## src/rtl/led_pkg.sv

```systemverilog
// ---------------------------------------------------------------------------
// led_pkg
// Encoding of the LED pattern code shared by the key-driven mode selector
// and the downstream LED pattern controller, so both sides agree on one set
// of values.
//   led_mode_t  : 4-bit pattern code; only bits [1:0] are ever non-zero
//   MODE_*      : the four pattern codes
//   next_mode() : short-press successor, OFF->FLASH->RUN->BREATH->OFF
// ---------------------------------------------------------------------------
package led_pkg;

    typedef logic [3:0] led_mode_t;

    localparam led_mode_t MODE_OFF    = 4'd0;
    localparam led_mode_t MODE_FLASH  = 4'd1;
    localparam led_mode_t MODE_RUN    = 4'd2;
    localparam led_mode_t MODE_BREATH = 4'd3;

    // Wraps BREATH back to OFF by incrementing only the low two bits, which
    // also keeps the upper two bits of the code at zero.
    function automatic led_mode_t next_mode(input led_mode_t mode);
        return {2'b00, mode[1:0] + 2'b01};
    endfunction

endpackage

```

## src/rtl/key_debounce.sv

```systemverilog
// ---------------------------------------------------------------------------
// key_debounce
// Two-flop synchroniser followed by a stability counter for one active-low
// push key. The debounced level flips once DEB_CYCLES consecutive
// synchronised samples disagree with it; any agreeing sample restarts the
// count, so shorter bounces are discarded. A one-cycle press or release
// pulse accompanies each flip.
//   sys_clk   in  : clock
//   rst_n     in  : asynchronous active-low reset
//   key_i     in  : raw key, asynchronous, 0 = pressed
//   press_o   out : one-cycle pulse when the debounced level goes 1 -> 0
//   release_o out : one-cycle pulse when the debounced level goes 0 -> 1
// ---------------------------------------------------------------------------
module key_debounce #(
    parameter int DEB_CYCLES = 1
) (
    input  logic sys_clk,
    input  logic rst_n,
    input  logic key_i,
    output logic press_o,
    output logic release_o
);

    localparam int CNT_W = (DEB_CYCLES > 1) ? $clog2(DEB_CYCLES) : 1;
    localparam logic [CNT_W-1:0] CNT_LAST = CNT_W'(DEB_CYCLES - 1);

    logic [1:0]       sync_q;
    logic             level_q, level_d;
    logic [CNT_W-1:0] cnt_q, cnt_d;
    logic             press_q, press_d;
    logic             release_q, release_d;

    // The sample that completes the run of disagreeing samples flips the
    // level in the same cycle, so the flip lands DEB_CYCLES samples after
    // the synchroniser output changed.
    always_comb begin
        // NOTE: every combinational output gets a default first so no path
        // leaves it unassigned and no latch is inferred.
        level_d   = level_q;
        cnt_d     = cnt_q;
        press_d   = 1'b0;
        release_d = 1'b0;
        if (sync_q[1] == level_q) begin
            cnt_d = '0;
        end else if (cnt_q == CNT_LAST) begin
            cnt_d     = '0;
            level_d   = sync_q[1];
            press_d   = ~sync_q[1];
            release_d = sync_q[1];
        end else begin
            cnt_d = cnt_q + CNT_W'(1);
        end
    end

    always_ff @(posedge sys_clk or negedge rst_n) begin
        if (!rst_n) begin
            // NOTE: synchroniser and level reset to 1 (released), so a key
            // held through reset release is seen as a fresh, debounced press.
            sync_q    <= 2'b11;
            level_q   <= 1'b1;
            cnt_q     <= '0;
            press_q   <= 1'b0;
            release_q <= 1'b0;
        end else begin
            // NOTE: state registers use non-blocking assignments so every
            // flop samples the pre-edge values of the others.
            sync_q    <= {sync_q[0], key_i};
            level_q   <= level_d;
            cnt_q     <= cnt_d;
            press_q   <= press_d;
            release_q <= release_d;
        end
    end

    assign press_o   = press_q;
    assign release_o = release_q;

endmodule

```

## src/rtl/led_mode_select.sv

```systemverilog
// ---------------------------------------------------------------------------
// led_mode_select
// Key-driven selector for the LED pattern code. key_next short presses step
// the mode OFF->FLASH->RUN->BREATH->OFF; holding key_next for LONG_CYCLES
// forces OFF while still held; pressing key_off forces OFF. The code is
// registered and changes only on decoded key events.
//   sys_clk  in     : clock
//   rst_n    in     : asynchronous active-low reset
//   key_next in     : raw "next mode" key, 0 = pressed
//   key_off  in     : raw "all off" key, 0 = pressed
//   cntl     out[4] : pattern code (bits [3:2] always 0)
//   mode_chg out    : one-cycle pulse in the first cycle of a new cntl value
// ---------------------------------------------------------------------------
module led_mode_select
    import led_pkg::*;
#(
    parameter int CLK_FREQ    = 50_000_000,
    parameter int DEBOUNCE_MS = 20,
    parameter int LONG_MS     = 1000
) (
    input  logic       sys_clk,
    input  logic       rst_n,
    input  logic       key_next,
    input  logic       key_off,
    output logic [3:0] cntl,
    output logic       mode_chg
);

    localparam int DEB_RAW     = CLK_FREQ / 1000 * DEBOUNCE_MS;
    localparam int DEB_CYCLES  = (DEB_RAW < 1) ? 1 : DEB_RAW;
    localparam int LONG_RAW    = CLK_FREQ / 1000 * LONG_MS;
    localparam int LONG_CYCLES = (LONG_RAW < 2) ? 2 : LONG_RAW;
    localparam int HOLD_W      = $clog2(LONG_CYCLES + 1);

    localparam logic [HOLD_W-1:0] HOLD_MAX = HOLD_W'(LONG_CYCLES);
    // The press pulse cycle counts as the first hold cycle and the register
    // runs one behind the decision edge, so LONG_CYCLES is reached when the
    // registered count shows LONG_CYCLES-2.
    localparam logic [HOLD_W-1:0] HOLD_HIT = HOLD_W'(LONG_CYCLES - 2);

    typedef enum logic [1:0] {
        ST_IDLE,
        ST_HELD,
        ST_LONGWAIT
    } kn_state_e;

    logic next_press, next_release;
    logic off_press, off_release_unused;

    kn_state_e         state_q, state_d;
    logic [HOLD_W-1:0] hold_q, hold_d;
    led_mode_t         mode_q, mode_d;
    logic              chg_q, chg_d;

    key_debounce #(.DEB_CYCLES(DEB_CYCLES)) u_deb_next (
        .sys_clk   (sys_clk),
        .rst_n     (rst_n),
        .key_i     (key_next),
        .press_o   (next_press),
        .release_o (next_release)
    );

    key_debounce #(.DEB_CYCLES(DEB_CYCLES)) u_deb_off (
        .sys_clk   (sys_clk),
        .rst_n     (rst_n),
        .key_i     (key_off),
        .press_o   (off_press),
        .release_o (off_release_unused)
    );

    always_comb begin
        state_d = state_q;
        hold_d  = hold_q;
        mode_d  = mode_q;
        case (state_q)
            ST_IDLE: begin
                if (next_press) begin
                    state_d = ST_HELD;
                    hold_d  = '0;
                end
            end
            ST_HELD: begin
                if (hold_q != HOLD_MAX) begin
                    hold_d = hold_q + HOLD_W'(1);
                end
                // A release arriving in the same cycle the threshold is
                // reached still counts as short: the key was let go first.
                if (next_release) begin
                    mode_d  = next_mode(mode_q);
                    state_d = ST_IDLE;
                end else if (hold_q >= HOLD_HIT) begin
                    mode_d  = MODE_OFF;
                    state_d = ST_LONGWAIT;
                end
            end
            ST_LONGWAIT: begin
                if (next_release) begin
                    state_d = ST_IDLE;
                end
            end
            default: state_d = ST_IDLE;
        endcase
        // key_off overrides whatever the key_next FSM decided this cycle.
        if (off_press) begin
            mode_d = MODE_OFF;
        end
        chg_d = (mode_d != mode_q);
    end

    always_ff @(posedge sys_clk or negedge rst_n) begin
        if (!rst_n) begin
            state_q <= ST_IDLE;
            hold_q  <= '0;
            mode_q  <= MODE_OFF;
            chg_q   <= 1'b0;
        end else begin
            state_q <= state_d;
            hold_q  <= hold_d;
            mode_q  <= mode_d;
            chg_q   <= chg_d;
        end
    end

    assign cntl     = mode_q;
    assign mode_chg = chg_q;

endmodule

```

## config.mk

```make
export PLATFORM = sky130hd
export DESIGN_NAME = led_mode_select
export DESIGN_NICKNAME = d
export VERILOG_FILES = /design/src/rtl/led_pkg.sv /design/src/rtl/key_debounce.sv /design/src/rtl/led_mode_select.sv
export SDC_FILE = /design/constraint.sdc
export NUM_CORES = 1
export LEC_CHECK = 0
export BUFFER_PORTS_ARGS = -buffer_cell sky130_fd_sc_hd__buf_2
export CAP_MARGIN = 20
export CORE_MARGIN = 2
export CORE_UTILIZATION = 40
export DETAILED_ROUTE_END_ITERATION = 10
export PLACE_DENSITY = 0.65
export REMOVE_ABC_BUFFERS = 1
export SETUP_SLACK_MARGIN = 0.3
export SYNTH_ARGS = -nofsm -noshare
export SYNTH_HDL_FRONTEND = slang
export SYNTH_SLANG_ARGS = --single-unit
```

## constraint.sdc

```tcl
create_clock -name sys_clk -period 2.35 [get_ports sys_clk]
set_clock_uncertainty 0.05 [all_clocks]
set_input_delay 0.235 -clock sys_clk [delete_from_list [all_inputs] [get_ports sys_clk]]
set_output_delay 0.235 -clock sys_clk [all_outputs]
set_load 0.02 [all_outputs]
```

# Yosys cells after proc, flatten, opt, wreduce, memory -nomap -nowiden

Index checks and enable logic that the tools add are counted.

Mux-type cells: 22
Eq/ne operators: 12
Reductions and logical operators: 6
Multipliers: 0
Shifts and indexed selects: 0
Divide/modulo/power cells: 0
Order comparisons: 1
Bitwise gates (word level): 4
Add/subtract/negate cells: 4

Operators by type and width:

| cell                                                  | count |
|---|---|
| 2-to-1 mux 20 bit                                     | 4 |
| 2-to-1 mux 26 bit                                     | 2 |
| one-hot mux 26 bit (2 select lines)                   | 1 |
| adder 20 x 1 -> 20 bit, second input constant         | 2 |
| equality test 20 bit, second input constant           | 2 |
| adder 26 x 1 -> 26 bit, second input constant         | 1 |
| >= comparator 26 bit, second input constant           | 1 |
| inequality test 26 bit, second input constant         | 1 |
| 2-to-1 mux 4 bit                                      | 4 |
| 2-to-1 mux 2 bit                                      | 4 |
| 2-to-1 mux 1 bit                                      | 6 |
| one-hot mux 2 bit (3 select lines)                    | 1 |
| AND reduction 3 bit                                   | 2 |
| inequality test 2 x 1 -> 1 bit, second input constant | 2 |
| inequality test 4 bit                                 | 1 |
| inverter 1 bit                                        | 4 |
| AND reduction 2 bit                                   | 2 |
| inequality test 3 x 2 -> 1 bit, second input constant | 1 |
| adder 2 x 1 -> 2 bit, second input constant           | 1 |
| equality test 1 bit                                   | 2 |
| equality test 2 x 1 -> 1 bit, second input constant   | 1 |
| equality test 2 bit, second input constant            | 1 |
| zero test 2 bit                                       | 1 |
| inequality test 2 bit, second input constant          | 1 |
| nonzero test 2 bit                                    | 1 |

Memories: 0
Bits in latches: 0
Logic and storage cells: 62
Memory bits (writable): 0
Bits in read-only memories: 0
Output and inout bits: 5
Register bits after elaboration: 82

# Logic depth before layout (Yosys ltp)

Depth in word-level cells: 6
Mapped depth: 7
Mapped depth without buffers: 7

# Hierarchy

From an unflattened synthesis, not the netlist that was laid out.

Cells, all modules: 433
Area total of the unflattened synthesis: 4324.1 µm²

By module, submodules not included:

| module          | cells each | instances | seq. area each (µm²) | area an instance (µm²) |
|---|---|---|---|---|
| key_debounce    | 116        | 2         | 629.4                | 1177.4 |
| led_mode_select | 201        | 1         | 825.8                | 1969.4 |

# Least setup slack after synthesis

Ideal clock, no wire load.

Path type: flip-flop to flip-flop
Start: register hold_q[1]
End: register hold_q[12]
Path buffers: 1
Cell stages (with the launch flop): 7
Clock period less this slack: 2.124 ns
Data arrival time: 1.946 ns
Setup time: 0.128 ns
Setup slack: 0.226 ns
Cells stage by stage: dfrtp_1 -> ha_1 -> nand3_1 -> or4_1 -> buf_2 -> a211oi_1 -> mux2_1

Cells in the longest elaborated chain, start to end: 3
Elaborated cells on any way between the ends: 6

Ends and longest elaborated chain:

| item                                                                       | RTL line                                     | RTL |
|---|---|---|
| start: declaration                                                         | led_mode_select.sv:51                        | `logic [HOLD_W-1:0] hold_q, hold_d;` |
| start signal: assignment                                                   | led_mode_select.sv:118                       | `hold_q <= hold_d;` |
| adder 26 x 1 -> 26 bit or inequality test 26 bit (tied branches)           | led_mode_select.sv:84, led_mode_select.sv:83 |  |
| 2-to-1 mux 26 bit or inequality test 2 bit (tied branches)                 | -                                            |  |
| one-hot mux 26 bit (2 select lines) or AND reduction 3 bit (tied branches) | -                                            |  |

Several ways; a longest one is shown, not always the timed one. The select of a mux whose other input is x is not followed.
A chain may end at the register's enable or synchronous reset.

# Final worst setup path

Start: register hold_q[1]
End: register hold_q[19]

Same word-level chain as after synthesis.

==> impl_metrics.tcl <==
set metrics [dict create \
    pwr-share-comb_pct 2.8 \
    r2r_cells 9 \
    p_per_area_nw_per_um2 495 \
    start_kind "flop" \
    worstHoldStart "u_deb_next.sync_q[0]" \
    yosysTopAreaCell "dfrtp_1" \
    tightestPinTransition_ns 0.598 \
    clk_path_buf_depth 2 \
    ant_nets 0 \
    hold_path_end "u_deb_next.sync_q[1]" \
    start_util_pct 41.0 \
    dr.first_iter.drc_count 133 \
    syn_to_final_growth_pct 15.2 \
    cts_inserted_buffers 9 \
    p_int_mw 1.84 \
    cpPeakStageDelay_ns 0.42 \
    io_pins 9 \
    placed_cell_area_um2 4470 \
    die_area_um2 11400 \
    vias_per_cell 5.31 \
    place.gp.congestion 0.861 \
    grt_pass1_wl_um 14300 \
    post-route-util_pct 47.2 \
    clock_sinks 82 \
    gr-total-overflow 0 \
    antenna_found_initial 0 \
    track_usage_pct 15.5 \
    cp_slowest_cell "dfrtp_1" \
    r2r-start "hold_q[1]" \
    syn_area_um2 4210 \
    switching_share_pct 23.6 \
    worstSkewPairLatency_ns 0.35 \
    max_slew_margin_pct 59.8 \
    ys_types 58 \
    ys_top_cells_by_area "dfrtp_1 (45%), xnor2_1 (6.0%), nor2_1 (5.8%), dfstp_2 (3.7%), xor2_1 (3.5%)" \
    diodes 0 \
    ys_seq_area_share_pct 48.9 \
    num_rows 37 \
    end_kind "flop" \
    vias 3215 \
    yosysWarnings 0 \
    ys_async_sr_fraction_pct 100 \
    setup_violations 0 \
    rsz0062_at_grt "yes" \
    finalSetupTns_ns 0 \
    irDropWorstVdd_uv 283 \
    post-route-period-util_pct 87.8 \
    rrSetupSlack_ns 0.29 \
    synth-edff-count 0 \
    status "complete, no violations" \
    final_area_um2 4850 \
    syn_inst 430 \
    clock.fmax_mhz 485 \
    hpwl_um 5670 \
    wirelength_um 8570 \
    total_leakage_power_nw 2.02 \
    wl_per_cell_um 14.2 \
    firstDrtPassIters 4 \
    path_cells "buf_6, inv_4, ha_4, nor4b_4, nand4b_1, nor4_4, buf_4, a2111oi_2, a211o_1" \
    cap_violations 0 \
    root_buffer "clkbuf_8" \
    tritoncts "built" \
    ys_ff_latch 82 \
    synth_top_flop_cell "dfrtp_1" \
    htree_num_levels 3 \
    critPathArrivalTime_ns 2.24 \
    period_minus_slack_ns 2.06 \
    final_max_slew_viol_count 0 \
    layout-drive-gt1-share_pct 17.7 \
    critical_path_class "reg2reg" \
    switching_power_mw 0.568 \
    path_clk_slew_ns 0.09 \
    p_seq_share_pct 59.7 \
    worst_hold_slack_ns 0.308 \
    grt_max_degree 43 \
    hold_class "reg2reg" \
    finalNetCount 473 \
    die_h_um 107 \
    coreArea_um2 10300 \
    critPathTopFamily "simple AND/OR/NAND/NOR gates" \
    grt_pass1_vias 3055 \
    dieWidth_um 107 \
    r2r_end "hold_q[19]" \
    required_ns 2.53 \
    drc 0 \
    synth_top_area_share_pct 45.2 \
    cp_max_fo 5 \
    hold_viol 0 \
    crit_buf_inv 3 \
    clockPowerShare_pct 37.5 \
    portBuffers 8 \
    avgSynthCellArea_um2 9.79 \
    path_depth 9 \
    min_path_cells 0 \
]
[routing by layer]
layer	vias to the layer above	part of all wire, %	GRT usage [%]
met3	7	2.6	4.01
met5	-	0	0
met4	0	0.99	3.71
li1	1584	-	-
met1	1585	47	20.7
met2	39	49	25.2
[logic make-up after synthesis]
kind of cell / Yosys count / synth area share, %
and+or+nand+nor: 213 / 27.2
DFF: 82 / 48.9
xor gates and xnor gates: 46 / 9.57
AOI/OAI and AO/OA: 44 / 7.40
buffers and inverters: 29 / 2.73
muxes: 11 / 2.73
adders and majority gates: 5 / 1.49
[cells in the final DEF, fill, tap and decap left out, types with 4 or more instances in the layout]
master | Yosys | layout
mux2i_1 | 7 | 7
nor4_2 | 3 | 4
and3_1 | 13 | 13
o21ai_0 | 10 | 10
ha_1 | 5 | 4
dfrtp_2 | 0 | 6
buf_4 | 0 | 26
nor4_1 | 9 | 8
or3_1 | 4 | 4
xor2_1 | 17 | 17
nand4b_1 | 4 | 4
buf_2 | 5 | 7
xnor2_1 | 29 | 29
inv_1 | 13 | 11
dfstp_2 | 6 | 6
clkbuf_8 | 0 | 9
nor3b_1 | 5 | 5
nor2_1 | 65 | 65
a21oi_1 | 9 | 9
nand4_1 | 11 | 11
nor3_1 | 20 | 20
nand3_1 | 29 | 29
dfrtp_1 | 76 | 70
nand2_1 | 27 | 27
[through the flow]
step	worst slack, ns	power [mW]	instances
5_1_grt	0.221	2.52	605
3_5_place_dp	0.156	1.53	571
3_3_place_gp	0.180	1.53	571
2_1_floorplan	-0.257	1.48	414
4_1_cts	0.259	2.45	592
6_report	0.287	2.40	605
[timing repair]
item                                    CTS  global route
pin swaps                                 4             8
endpoints found under the hold margin    43             0
resized for setup                         4            17
setup buffers                             2            13
endpoints found under the setup margin   18            34
hold buffers                              3             0
[cells in the mapped netlist (4+ instances only)]
cell and n:
nor2_1 65, buf_2 5, nand3_1 29, nor3_1 20
xor2_1 17, dfstp_2 6, clkbuf_1 11, mux2i_1 7
xnor2_1 29, inv_1 13, nand4b_1 4, o21ai_0 10
nor3b_1 5, nor4_1 9, dfrtp_1 76, nand2_1 27
a21oi_1 9, ha_1 5, or3_1 4, nand4_1 11
and3_1 13
[power groups by stage]
stage | clock network (mW) | registers [mW] | logic (mW)
final | 0.900 | 1.44 | 0.0675
after global routing | 0.999 | 1.44 | 0.0792
after CTS | 0.939 | 1.44 | 0.0708
after detailed placement | 0 | 1.46 | 0.0669
after global placement | 0 | 1.46 | 0.0656
after floorplan | 0 | 1.46 | 0.0207
[sequential cells by signal (all words and copies together), names as in the netlist]
signal / count
u_deb_off.sync_q: 2
u_deb_off.press_o: 1
mode_chg: 1
u_deb_next.level_q: 1
cntl: 4
u_deb_next.sync_q: 2
state_q: 2
u_deb_off.level_q: 1
u_deb_next.press_o: 1
u_deb_next.release_o: 1
hold_q: 26
u_deb_off.cnt_q: 20
u_deb_next.cnt_q: 20
[layout make-up]
type | instances | area [µm²]
Clock buffer | 11 | 131
Timing Repair Buffer | 39 | 303
Inverter | 13 | 51.3
Sequential cell | 82 | 2070
Fill cell | 976 | 5430
Tap cell | 136 | 170
Multi-Input combinational cell | 319 | 2090
Clock inverter | 5 | 38.8
[worst max path at each step]
| stage | from | to | slack (ns) |
|---|---|---|---|
| after floorplan | state_q[0] | hold_q[13] | -0.26 |
| after global placement | hold_q[0] | hold_q[12] | 0.18 |
| after detailed placement | hold_q[0] | hold_q[12] | 0.16 |
| after CTS | hold_q[1] | hold_q[19] | 0.26 |
| after global routing | hold_q[8] | hold_q[24] | 0.22 |
| final | hold_q[1] | hold_q[19] | 0.29 |
Note: power is estimated with default switching activity, not from simulation.
